File: src/rtl/imu_accel_reader.sv
// Sequences six single-byte accelerometer register reads through an I2C master
// and publishes the assembled signed X/Y/Z sample with a one-cycle valid strobe.
module imu_accel_reader #(
    parameter logic [6:0]  IMU_ADDR       = 7'h68,
    parameter logic [6:0]  BASE_REG       = 7'h12,
    parameter int unsigned TIMEOUT_CYCLES = 50000,
    parameter int unsigned AUTO_PERIOD    = 0
) (
    input  logic        clk,
    input  logic        rst,
    input  logic        sample_req,
    input  logic        i2c_busy,
    input  logic        i2c_done,
    input  logic [7:0]  i2c_data_out,
    output logic        i2c_start,
    output logic        i2c_read_write,
    output logic [6:0]  i2c_slave_addr,
    output logic [6:0]  i2c_reg_addr,
    output logic [15:0] acc_x,
    output logic [15:0] acc_y,
    output logic [15:0] acc_z,
    output logic        sample_valid,
    output logic        busy,
    output logic        error
);
    typedef enum logic [2:0] {IDLE, ISSUE, WAIT_DONE, NEXT, PUBLISH} state_t;

    localparam logic [15:0] TMO_LAST  = 16'(TIMEOUT_CYCLES - 1);
    localparam logic [23:0] AUTO_LAST = 24'((AUTO_PERIOD == 0) ? 0 : AUTO_PERIOD - 1);
    localparam logic [2:0]  LAST_IDX  = 3'd5;

    state_t      state_q, state_d;
    logic [2:0]  idx_q;
    logic [7:0]  shadow_q [6];
    logic        done_q;
    logic [15:0] tmo_cnt_q;
    logic [23:0] auto_cnt_q;
    logic        auto_tc, trigger, done_rise, tmo_hit, capture, timeout;

    assign auto_tc   = (AUTO_PERIOD != 0) && (auto_cnt_q == AUTO_LAST);
    assign trigger   = sample_req | auto_tc;
    assign done_rise = i2c_done & ~done_q;
    assign tmo_hit   = (tmo_cnt_q == TMO_LAST);

    always_comb begin
        state_d = state_q;
        capture = 1'b0;
        timeout = 1'b0;
        case (state_q)
            IDLE: begin
                if (trigger) state_d = ISSUE;
            end
            // Start is held until the slow-clocked master reports busy.
            ISSUE: begin
                if (tmo_hit) begin
                    timeout = 1'b1;
                    state_d = IDLE;
                end else if (i2c_busy) begin
                    state_d = WAIT_DONE;
                end
            end
            WAIT_DONE: begin
                if (done_rise) begin
                    capture = 1'b1;
                    state_d = NEXT;
                end else if (tmo_hit) begin
                    timeout = 1'b1;
                    state_d = IDLE;
                end
            end
            // A lingering done from the previous byte must clear before re-issuing.
            NEXT: begin
                if (idx_q == LAST_IDX) state_d = PUBLISH;
                else if (!i2c_done) state_d = ISSUE;
            end
            PUBLISH: state_d = IDLE;
            default: state_d = IDLE;
        endcase
    end

    assign i2c_start      = (state_q == ISSUE) && !tmo_hit;
    assign i2c_read_write = 1'b1;
    assign i2c_slave_addr = IMU_ADDR;
    assign i2c_reg_addr   = BASE_REG + {4'b0000, idx_q};
    assign busy           = (state_q != IDLE);

    always_ff @(posedge clk or posedge rst) begin
        if (rst) state_q <= IDLE;
        else     state_q <= state_d;
    end

    always_ff @(posedge clk or posedge rst) begin
        if (rst) begin
            idx_q        <= '0;
            done_q       <= 1'b0;
            tmo_cnt_q    <= '0;
            auto_cnt_q   <= '0;
            acc_x        <= '0;
            acc_y        <= '0;
            acc_z        <= '0;
            sample_valid <= 1'b0;
            error        <= 1'b0;
            for (int i = 0; i < 6; i++) shadow_q[i] <= '0;
        end else begin
            done_q       <= i2c_done;
            sample_valid <= 1'b0;
            if (AUTO_PERIOD != 0) auto_cnt_q <= auto_tc ? '0 : auto_cnt_q + 24'd1;
            case (state_q)
                IDLE: begin
                    if (trigger) begin
                        idx_q     <= '0;
                        error     <= 1'b0;
                        tmo_cnt_q <= '0;
                    end
                end
                ISSUE, WAIT_DONE: begin
                    if (capture)      tmo_cnt_q <= '0;
                    else if (timeout) error     <= 1'b1;
                    else              tmo_cnt_q <= tmo_cnt_q + 16'd1;
                    for (int i = 0; i < 6; i++) begin
                        if (capture && idx_q == 3'(i)) shadow_q[i] <= i2c_data_out;
                    end
                end
                NEXT: begin
                    if (state_d == ISSUE) idx_q <= idx_q + 3'd1;
                end
                // All three axes and the strobe change on the same edge.
                PUBLISH: begin
                    acc_x        <= {shadow_q[1], shadow_q[0]};
                    acc_y        <= {shadow_q[3], shadow_q[2]};
                    acc_z        <= {shadow_q[5], shadow_q[4]};
                    sample_valid <= 1'b1;
                end
                default: ;
            endcase
        end
    end
endmodule

File: config.mk
export PLATFORM = sky130hd
export DESIGN_NAME = imu_accel_reader
export DESIGN_NICKNAME = d
export VERILOG_FILES = /design/src/rtl/imu_accel_reader.sv
export SDC_FILE = /design/constraint.sdc
export NUM_CORES = 1
export LEC_CHECK = 0
export ABC_AREA = 1
export BUFFER_PORTS_ARGS = -buffer_cell sky130_fd_sc_hd__buf_4
export CORE_ASPECT_RATIO = 1.5
export CORE_MARGIN = 3
export CORE_UTILIZATION = 55
export CTS_CLUSTER_SIZE = 25
export DETAILED_ROUTE_END_ITERATION = 12
export PLACE_DENSITY = 0.79
export SLEW_MARGIN = 30
export SYNTH_ARGS = -nofsm -noshare
export SYNTH_HDL_FRONTEND = slang
export SYNTH_SLANG_ARGS = --single-unit
File: constraint.sdc
create_clock -name clk -period 4.3 [get_ports clk]
set_input_delay 0.43 -clock clk [delete_from_list [all_inputs] [get_ports clk]]
set_output_delay 0.43 -clock clk [all_outputs]
set_load 0.05 [all_outputs]
==> results of run 1 <==
[flip-flops by register name, indices dropped and copies added (netlist names)]
name	flops
acc_z	16
acc_x	16
tmo_cnt_q	16
idx_q	3
acc_y	16
error	1
state_q	3
done_q	1
shadow_q	48
sample_valid	1
[metal layers]
layer | wire (µm) | share of wire (%)
met3 | 567 | 4.4
met1 | 5085 | 39
met4 | 353 | 2.7
met2 | 6919 | 54
met5 | 0 | 0
[path summary, 6_finish.rpt]
kind                                 endpoint         start  depth (start not counted)  slack (ns)
worst max register to register   shadow_q[31]    state_q[2]                          5        2.12
min in group clk                       done_q      i2c_done                          1        0.13
worst max-delay path                i2c_start  tmo_cnt_q[0]                          5        2.04
worst min register to register       acc_z[9]   shadow_q[1]                          2        0.47
max in group asynchronous       tmo_cnt_q[12]           rst                          3        3.35
worst min-delay path             shadow_q[12]           rst                          2        0.04
[power groups by stage]
stage	Sequential, mW	Combinational, mW	Clock, mW
finish	1.45	0.716	1.53
global route	1.47	0.802	1.60
CTS	1.44	0.717	1.55
detailed placement	1.45	0.708	0
global placement	1.45	0.679	0
floorplan	1.42	0.592	0
[Yosys cell counts (all sizes together)]
master	number
a2bb2oi	1
a21oi	5
nor2	33
xor2	6
nor3	15
clkinv	1
nand2	242
nand3	29
clkbuf	6
inv	44
nand3b	1
ha	7
buf	27
o21ai	63
or2	1
o21a	1
conb	2
dfrtp	121
nand4	9
[cell families (layout without fill, tap and decap cells)]
| group | Yosys count | in the layout |
|---|---|---|
| AND/OR/NAND/NOR | 330 | 330 |
| flip-flops | 121 | 121 |
| buffers and inverters | 78 | 148 |
| AO/OA/AOI/OAI | 70 | 70 |
| adder cells (fa/ha/maj) | 7 | 7 |
| XOR/XNOR | 6 | 6 |
| other | 2 | 11 |
[placed cells by master (no fill, tap or decap), types with 7 or more instances in the layout]
master / count
inv_1: 37
o21ai_0: 53
nor3_1: 13
nand4_1: 9
clkbuf_16: 17
o21ai_1: 8
ha_1: 7
buf_4: 71
nand3_1: 26
conb_1: 11
dfrtp_1: 121
nand2_1: 235
nor2_1: 31
[final cells by class]
cell class | instances | share of cell area [%]
flip-flops and latches | 121 | 46.91
clock inverters | 15 | 3.353
well taps | 112 | 2.171
repair buffers | 71 | 8.257
multi-input cells | 424 | 30.06
clock buffers | 17 | 6.590
inverters | 45 | 2.656
[critical path: stages, from the launching register on]
cell,delay (ns)
dfrtp_1,0.43
ha_1,0.26
nand3_1,0.23
nor2_1,0.22
a21oi_1,0.09
buf_4,0.19
==> impl_metrics.tcl, run 1 <==
set metrics [dict create \
    status "finished, final reports clean" \
    synthXorXnorAreaFrac_pct 0.9878 \
    clock-sinks 121 \
    pre_cts_ws_ns 2.039 \
    ys_ff_latch 121 \
    clk-insertion-delay-late_ns 0.41 \
    core_area_um2 9361 \
    min_period_over_period_pct 52.66 \
    fill_cells 731 \
    ant_nets 0 \
    p_leak_nw 3.432 \
    gr-usage-met1_pct 30.09 \
    initial_core_util_pct 56.83 \
    viasPerCell 5.421 \
    grt_remaining_overflow 0 \
    drc 0 \
    grt_pass1_wl_mm 21.19 \
    use_met3_pct 4.029 \
    p_switching_mw 1.197 \
    seqPwrFrac_pct 39.2 \
    p_sw_share_pct 32.37 \
    synth_cells 614 \
    grt.busiest_layer "met2" \
    cts_root_buf "clkbuf_16" \
    setup_viol 0 \
    cts_buffer_depth 2 \
    layout_setup_ws_ns 2.036 \
    drive_gt1_share_pct 18.33 \
    ys_types 33 \
    syn_area_per_cell_um2 8.665 \
    rows 43 \
    power.internal_mw 2.500 \
    use_met2_pct 43.57 \
    synth-seq-area-share_pct 56.91 \
    io-pin-count 80 \
    dpl_cell_area_um2 5813 \
    synth_area_leaders "dfrtp_1 57%, nand2_1 17%, o21ai_0 5.0%" \
    antenna_cells 0 \
    dp_hpwl_mm 8.431 \
    multi_input_area_um2 1941 \
    dp.cells 773 \
    holdCritPathClass "in -> async" \
    tightestPinTransition_ns 0.8265 \
    rsz0062_at_grt "false" \
    h-tree-depth 4 \
    clk_pin_slew_ns 0.06 \
    fin_setup_tns_ns 0 \
    synth.top_cell.area_share_pct 56.91 \
    synthMuxAreaShare_pct 0 \
    synth_fa_ha_area_share_pct 1.646 \
    dieArea_um2 10910 \
    ir_drop_mv 0.4600 \
    grt_antenna_before_repair 0 \
    die_h_um 126.5 \
    drt-initial-drc-count 407 \
    synth-compound-area-share_pct 6.985 \
    gp_congestion 0.9081 \
    first_global_vias 4326 \
    max_slew_margin_pct 44.82 \
    port_buffers 68 \
    end_kind "output port" \
    die_w_um 86.31 \
    clockPowerShare_pct 41.5 \
    fmax_mhz 441.6 \
    grt_max_degree 50 \
    drt_first_pass_iters 5 \
    syn_area_um2 5320 \
    min_period_ns 2.264 \
    drv_slew 0 \
    drt-wirelength-per-cell_um 16.05 \
    synth_top_family_by_area "simple AND/OR/NAND/NOR gates" \
    cts-buffers-inserted 17 \
    combPwrFrac_pct 19.4 \
    regArea_um2 3028 \
    cts_resized 0 \
    fin_area_um2 6455 \
    route.vias.total 4364 \
    utilization_pct 68.95 \
    postCtsHoldBufs 0 \
    yosys.area_share.simple_pct 26.08 \
    fin_skew_ns 0.005725 \
    syn_to_final_growth_pct 21.33 \
    hold_ws_ns 0.03717 \
    cp_data_arrival_time_ns 1.83 \
    drt_wl_total_mm 12.92 \
    powerDensity_nw_per_um2 572.6 \
    ys_warn_count 0 \
    maxCapViolCount 0 \
    tritoncts "done" \
    cp-start-kind "flop" \
    gr-usage-all-layers_pct 25.13 \
    yosysTopAreaCell "dfrtp_1" \
    cts_setup_buffers 0 \
    final_cells 805 \
    path_max_fanout 5 \
    hold_viol 0 \
    fin_nets 700 \
    p_total_mw 3.696 \
    cp.required_ns 3.87 \
    critPathKind "reg -> out" \
]
(Power assumes the default switching activity.)
==> inputs of run 2 (changes only) <==
--- a/config.mk
+++ b/config.mk
@@ -5,14 +5,14 @@
 export SDC_FILE = /design/constraint.sdc
 export NUM_CORES = 1
 export LEC_CHECK = 0
-export ABC_AREA = 1
+export ABC_AREA = 0
 export BUFFER_PORTS_ARGS = -buffer_cell sky130_fd_sc_hd__buf_4
 export CORE_ASPECT_RATIO = 1.5
 export CORE_MARGIN = 3
 export CORE_UTILIZATION = 55
 export CTS_CLUSTER_SIZE = 25
 export DETAILED_ROUTE_END_ITERATION = 12
-export PLACE_DENSITY = 0.79
+export PLACE_DENSITY = 0.8
 export SLEW_MARGIN = 30
 export SYNTH_ARGS = -nofsm -noshare
 export SYNTH_HDL_FRONTEND = slang
==> constraint.sdc (replaced) <==
create_clock -name clk -period 2.1 [get_ports clk]
set_input_delay 0.21 -clock clk [delete_from_list [all_inputs] [get_ports clk]]
set_output_delay 0.21 -clock clk [all_outputs]
set_load 0.05 [all_outputs]
==> run 2 against run 1 <==
Against the previous run:
- the flow now finishes with violations (setup timing)
- first-iteration DRC count fell by 60%
- clock-buffer cell count increased by 3
- global-route usage is 1.7 points lower
- sequential share of layout area is 1.7 points lower
- synthesized cell count is 38% lower
- area after synthesis shrank 2.0%
- wire length decreased by 7.7%
- largest power group is now registers
- highest routed layer unchanged
==> impl_metrics.tcl, run 2 <==
set metrics [dict create \
    status "complete, but fails checks" \
    violations "setup timing" \
    drt-initial-drc-count 161 \
    fin_skew_ns 0.005988 \
    io-pin-count 80 \
    cp-start-kind "flop" \
    hp-start "sample_req" \
    grt_pass1_wl_mm 19.39 \
    synth.most_common_cell "dfrtp_1" \
    critPathKind "reg -> reg" \
    fin_nets 509 \
    ir_drop_mv 0.9103 \
    tightestPinTransition_ns 0.7372 \
    port_buffers 68 \
    powerDensity_nw_per_um2 1082 \
    drt-wirelength-per-cell_um 19.50 \
    dp_hpwl_mm 7.590 \
    fmax_mhz 460.8 \
    cts-buffers-inserted 17 \
    min_period_ns 2.170 \
    hold_viol 0 \
    largest_register "shadow_q" \
    drc 0 \
    fin_area_um2 6696 \
    ys.flop_type "dfrtp_1" \
    whs_endpoint "error" \
    drive_gt1_share_pct 49.20 \
    ys_warn_count 0 \
    core_area_um2 9039 \
    rsz0062_at_grt "true" \
    grt_max_degree 50 \
    syn_area_um2 5211 \
    ant_nets 0 \
    yosysTopAreaCell "dfrtp_1" \
    cp.required_ns 2.44 \
    ys_types 51 \
    maxCapViolCount 0 \
    clk-insertion-delay-late_ns 0.41 \
    drt_first_pass_iters 6 \
    gp_congestion 0.8251 \
    slowest_stage "or4b_4" \
    reg2reg_depth 8 \
    clk_pin_slew_ns 0.05 \
    hold_depth 2 \
    drt_wl_total_mm 11.94 \
    hold_ws_ns 0.01705 \
    syn_area_per_cell_um2 13.75 \
    final_cell_mix "121 x dfrtp_1, 98 x mux2_2, 98 x buf_4" \
    synth.top_cell.area_share_pct 58.10 \
    ys_ff_latch 121 \
    r2r-start "tmo_cnt_q[10]" \
    end_kind "flop" \
    viasPerCell 5.722 \
    initial_core_util_pct 57.66 \
    first_global_vias 3789 \
    setup_viol 5 \
    grt_antenna_before_repair 0 \
    tritoncts "done" \
    cp_cell_sequence "or4b_4 -> nor4_4 -> buf_6 -> buf_4 -> o311ai_4 -> buf_4 -> a311oi_1 -> a221o_1" \
    h-tree-depth 4 \
    gr-usage-all-layers_pct 23.44 \
    pre_cts_ws_ns -0.04566 \
    largest_reg_flops 48 \
    antenna_cells 0 \
    syn_to_final_growth_pct 28.50 \
    clock-sinks 121 \
    synth_enable_flop_cells 0 \
    layout_setup_ws_ns -0.07032 \
    utilization_pct 74.09 \
    async_flop_share_pct 100.0 \
    crit_path_frequent_cell "buf_4" \
    path_max_fanout 4 \
    synth_area_leaders "dfrtp_1 58%, mux2_2 21%, buf_4 1.7%" \
    cp_data_arrival_time_ns 2.51 \
    cpPeakStageDelay_ns 0.55 \
    drv_slew 0 \
    route.vias.total 3502 \
    regToRegSetupSlack_ns -0.07 \
    min_period_over_period_pct 103.3 \
    rows 42 \
    grt_remaining_overflow 0 \
    final_common_cell "dfrtp_1" \
    ys_top_cells_by_count "121 x dfrtp_1, 98 x mux2_2, 17 x nand2_1, 16 x nor2_1, 12 x buf_4" \
    die_h_um 125.2 \
    dpl_cell_area_um2 6025 \
    synth_cells 379 \
    cts_buffer_depth 2 \
    max_slew_margin_pct 50.75 \
    p_leak_nw 3.353 \
    dieArea_um2 10700 \
    synth-seq-area-share_pct 58.10 \
    cts_root_buf "clkbuf_16" \
    die_w_um 85.48 \
    worstReg2RegEnd "idx_q[0]" \
    holdCritPathClass "in -> reg" \
]
==> run 2: cell types whose count changed after synthesis, moves of 8 or more <==
cell     previous run  this run
nand3_1            26         7
o21ai_0            53         1
mux2_2              0        98
nor3_1             13         4
inv_1              38         7
o21ai_1             8         0
xnor2_1             0         8
nor2_1             31        16
nand2_1           235        17
==> run 2: area by class of cell <==
| class | instances | area, µm² |
|---|---|---|
| multi-input cells | 236 | 2078 |
| repair buffers | 106 | 849.6 |
| well taps | 110 | 137.6 |
| clock buffers | 20 | 446.7 |
| fillers | 570 | 2342 |
| clock inverters | 12 | 126.4 |
| inverters | 7 | 30.03 |
| flip-flops and latches | 121 | 3028 |
==> run 2: kinds of logic after synthesis <==
group | count (synthesis) | synth area share [%]
DFF | 121 | 58.10
muxes | 99 | 21.37
and+or+nand+nor | 75 | 8.235
AOI/OAI and AO/OA | 36 | 5.787
buffers and inverters | 31 | 3.337
xor gates and xnor gates | 8 | 1.345
adders and majority gates | 7 | 1.681
other | 2 | 0.1441
==> run 2: worst max-delay path by stage <==
stage                   from      endpoint  slack (ns)  cells past startpoint
2_1_floorplan   tmo_cnt_q[7]  tmo_cnt_q[6]       0.006                      6
3_3_place_gp    tmo_cnt_q[7]      idx_q[0]      -0.001                      6
3_5_place_dp    tmo_cnt_q[7]      idx_q[0]       -0.05                      6
4_1_cts        tmo_cnt_q[10]     i2c_start       -0.08                      5
5_1_grt        tmo_cnt_q[10]     i2c_start       -0.14                      5
6_report       tmo_cnt_q[10]      idx_q[0]       -0.07                      8
==> run 2: metal layers <==
metal,vias up,GRT usage [%],routed length (µm)
li1,1586,-,-
met2,97,41.25,6602
met3,25,7.571,543
met1,1794,26.19,4510
met5,-,0,0
met4,0,8.481,278
==> run 2: worst max-delay path, delay by kind of cell (launching register included) <==
kind                   cells  cell delay [ns]
AO/OA/AOI/OAI              3             0.49
buffers and inverters      3             0.43
flip-flops                 1             0.37
AND/OR/NAND/NOR            2             0.82
==> run 2: through the flow <==
| step | std cells | TNS (ns) | power [mW] |
|---|---|---|---|
| 6_report | 612 | -0.2309 | 7.245 |
| 5_1_grt | 612 | -1.274 | 7.532 |
| 4_1_cts | 612 | -0.2589 | 7.255 |
| 3_5_place_dp | 573 | -0.04566 | 4.368 |
| 3_3_place_gp | 573 | -0.001019 | 4.288 |
| 2_1_floorplan | 388 | 0 | 3.930 |
==> run 2: power by group <==
part | internal, mW | switching [mW] | leakage [nW]
Sequential | 2.63 | 0.200 | 1.66
Combinational | 0.680 | 0.934 | 1.43
Clock | 1.77 | 1.04 | 0.268
Total | 5.08 | 2.17 | 3.35
==> run 2: repair_timing <==
| item | in CTS | in global routing |
|---|---|---|
| setup buffers | 5 | 0 |
| hold buffers | 2 | 0 |
| setup endpoints to repair | 4 | 16 |
| pin swaps | 1 | 0 |
| cloned | 0 | 0 |
| gates resized for setup | 9 | 4 |
| endpoints found under the hold margin | 31 | 0 |
==> inputs of run 3 (changes only) <==
--- a/config.mk
+++ b/config.mk
@@ -13,6 +13,7 @@
 export CTS_CLUSTER_SIZE = 25
 export DETAILED_ROUTE_END_ITERATION = 12
 export PLACE_DENSITY = 0.8
+export SETUP_SLACK_MARGIN = 0.4
 export SLEW_MARGIN = 30
 export SYNTH_ARGS = -nofsm -noshare
 export SYNTH_HDL_FRONTEND = slang
==> run 3 against run 2 <==
Against the previous run:
- the flow still finishes with violations (setup timing)
- global-route usage up 1.3 points
- final area up 5.9%
- die area stayed put
- non-clock buffer count grew 9
- clock power is 1% higher
==> impl_metrics.tcl, run 3 (same netlist as run 2, synthesis figures left out) <==
set metrics [dict create \
    status "complete, but fails checks" \
    violations "setup timing" \
    die_h_um 125.2 \
    tritoncts "done" \
    rows 42 \
    fill_cells 508 \
    min_period_ns 2.221 \
    cp-start-kind "flop" \
    rsz0062_at_grt "true" \
    pre_cts_ws_ns 0.01462 \
    final_cell_mix "121 x dfrtp_1, 92 x buf_4, 74 x mux2_2" \
    dp_hpwl_mm 7.946 \
    initial_core_util_pct 57.66 \
    clock-sinks 121 \
    syn_to_final_growth_pct 36.04 \
    hold_ws_ns 0.01992 \
    p_leak_nw 3.549 \
    holdCritPathClass "in -> reg" \
    core_area_um2 9039 \
    layout_setup_ws_ns -0.1215 \
    maxCapViolCount 0 \
    fin_skew_ns 0.006386 \
    cp.required_ns 1.89 \
    end_kind "output port" \
    regToRegSetupSlack_ns -0.12 \
    first_global_vias 3913 \
    critPathKind "reg -> out" \
    max_slew_margin_pct 55.26 \
    drt_first_pass_iters 4 \
    tightestPinTransition_ns 0.6712 \
    port_buffers 68 \
    drt_wl_total_mm 13.14 \
    final_common_cell "dfrtp_1" \
    drv_slew 0 \
    clk-insertion-delay-late_ns 0.40 \
    powerDensity_nw_per_um2 1089 \
    io-pin-count 80 \
    drt-wirelength-per-cell_um 21.30 \
    fin_nets 518 \
    largest_reg_flops 48 \
    grt_pass1_wl_mm 20.47 \
    ir_drop_mv 0.9075 \
    hold_viol 0 \
    die_w_um 85.48 \
    viasPerCell 5.882 \
    route.vias.total 3629 \
    min_period_over_period_pct 105.8 \
    drive_gt1_share_pct 54.44 \
    fmax_mhz 450.2 \
    gr-usage-all-layers_pct 24.74 \
    antenna_cells 0 \
    grt_antenna_before_repair 0 \
    dieArea_um2 10700 \
    grt_remaining_overflow 0 \
    gp_congestion 0.8248 \
    cp_data_arrival_time_ns 2.01 \
    ant_nets 0 \
    hold_depth 2 \
    drt-initial-drc-count 225 \
    grt_max_degree 50 \
    drc 0 \
    clk_pin_slew_ns 0.05 \
    largest_register "shadow_q" \
    cts_buffer_depth 2 \
    cts-buffers-inserted 17 \
    h-tree-depth 4 \
    setup_viol 10 \
    cts_root_buf "clkbuf_16" \
    reg2reg_depth 7 \
    path_max_fanout 2 \
]
## run 3: final timing paths
| kind | from | end |
|---|---|---|
| setup / recovery | tmo_cnt_q[11] | i2c_start |
| hold / removal | sample_req | error |
| setup reg to reg | tmo_cnt_q[11] | idx_q[0] |
| hold reg to reg | shadow_q[7] | acc_z[15] |
| max in group asynchronous | rst | shadow_q[42] |
| min in group asynchronous | rst | state_q[0] |
## run 3: power by group
group,total [mW],switching [mW],internal (mW)
clock,2.84,0.988,1.85
sequential,2.82,0.193,2.63
combinational,2.06,1.12,0.933
total,7.72,2.30,5.42
## run 3: stage by stage
| step | cell area (µm²) | power, mW | setup TNS (ns) | utilization, % | std cells |
|---|---|---|---|---|---|
| global route | 7089 | 8.025 | -1.841 | 78.43 | 617 |
| global placement | 6081 | 4.367 | 0 | 67.28 | 574 |
| finish | 7089 | 7.720 | -0.6810 | 78.43 | 617 |
| detailed placement | 6081 | 4.452 | 0 | 67.28 | 574 |
| CTS | 6840 | 7.455 | -0.5453 | 75.68 | 608 |
| floorplan | 5300 | 3.963 | 0 | - | 388 |
## run 3: worst max-delay path, cell delays in order (launching register included)
cell	delay, ns
dfrtp_1	0.39
or4b_4	0.56
nor4_4	0.27
buf_6	0.13
buf_6	0.09
nor2_2	0.03
buf_6	0.15
## run 3: per-layer routing
| layer | track usage (%) | wire length [µm] | up-vias |
|---|---|---|---|
| li1 | - | - | 1598 |
| met2 | 43.50 | 7118 | 119 |
| met5 | 0 | 0 | - |
| met1 | 28.60 | 5067 | 1878 |
| met3 | 6.912 | 635 | 34 |
| met4 | 8.574 | 319 | 0 |
## run 3: cell type report
type	instances	area, µm²	area share (%)
Sequential cell	121	3028	42.71
Multi-Input combinational cell	236	2322	32.76
Timing Repair Buffer	115	998.5	14.08
Clock buffer	18	439.2	6.195
Tap cell	110	137.6	1.941
Clock inverter	10	130.1	1.836
Inverter	7	33.78	0.4765
## run 3: timing repair
action                     CTS  global route
setup endpoints to repair   72            68
hold endpoints to repair    20             0
resized for setup           34            36
pin swaps                   13             7
setup buffers                4             7
gates cloned                 0             2
hold buffers                 2             0
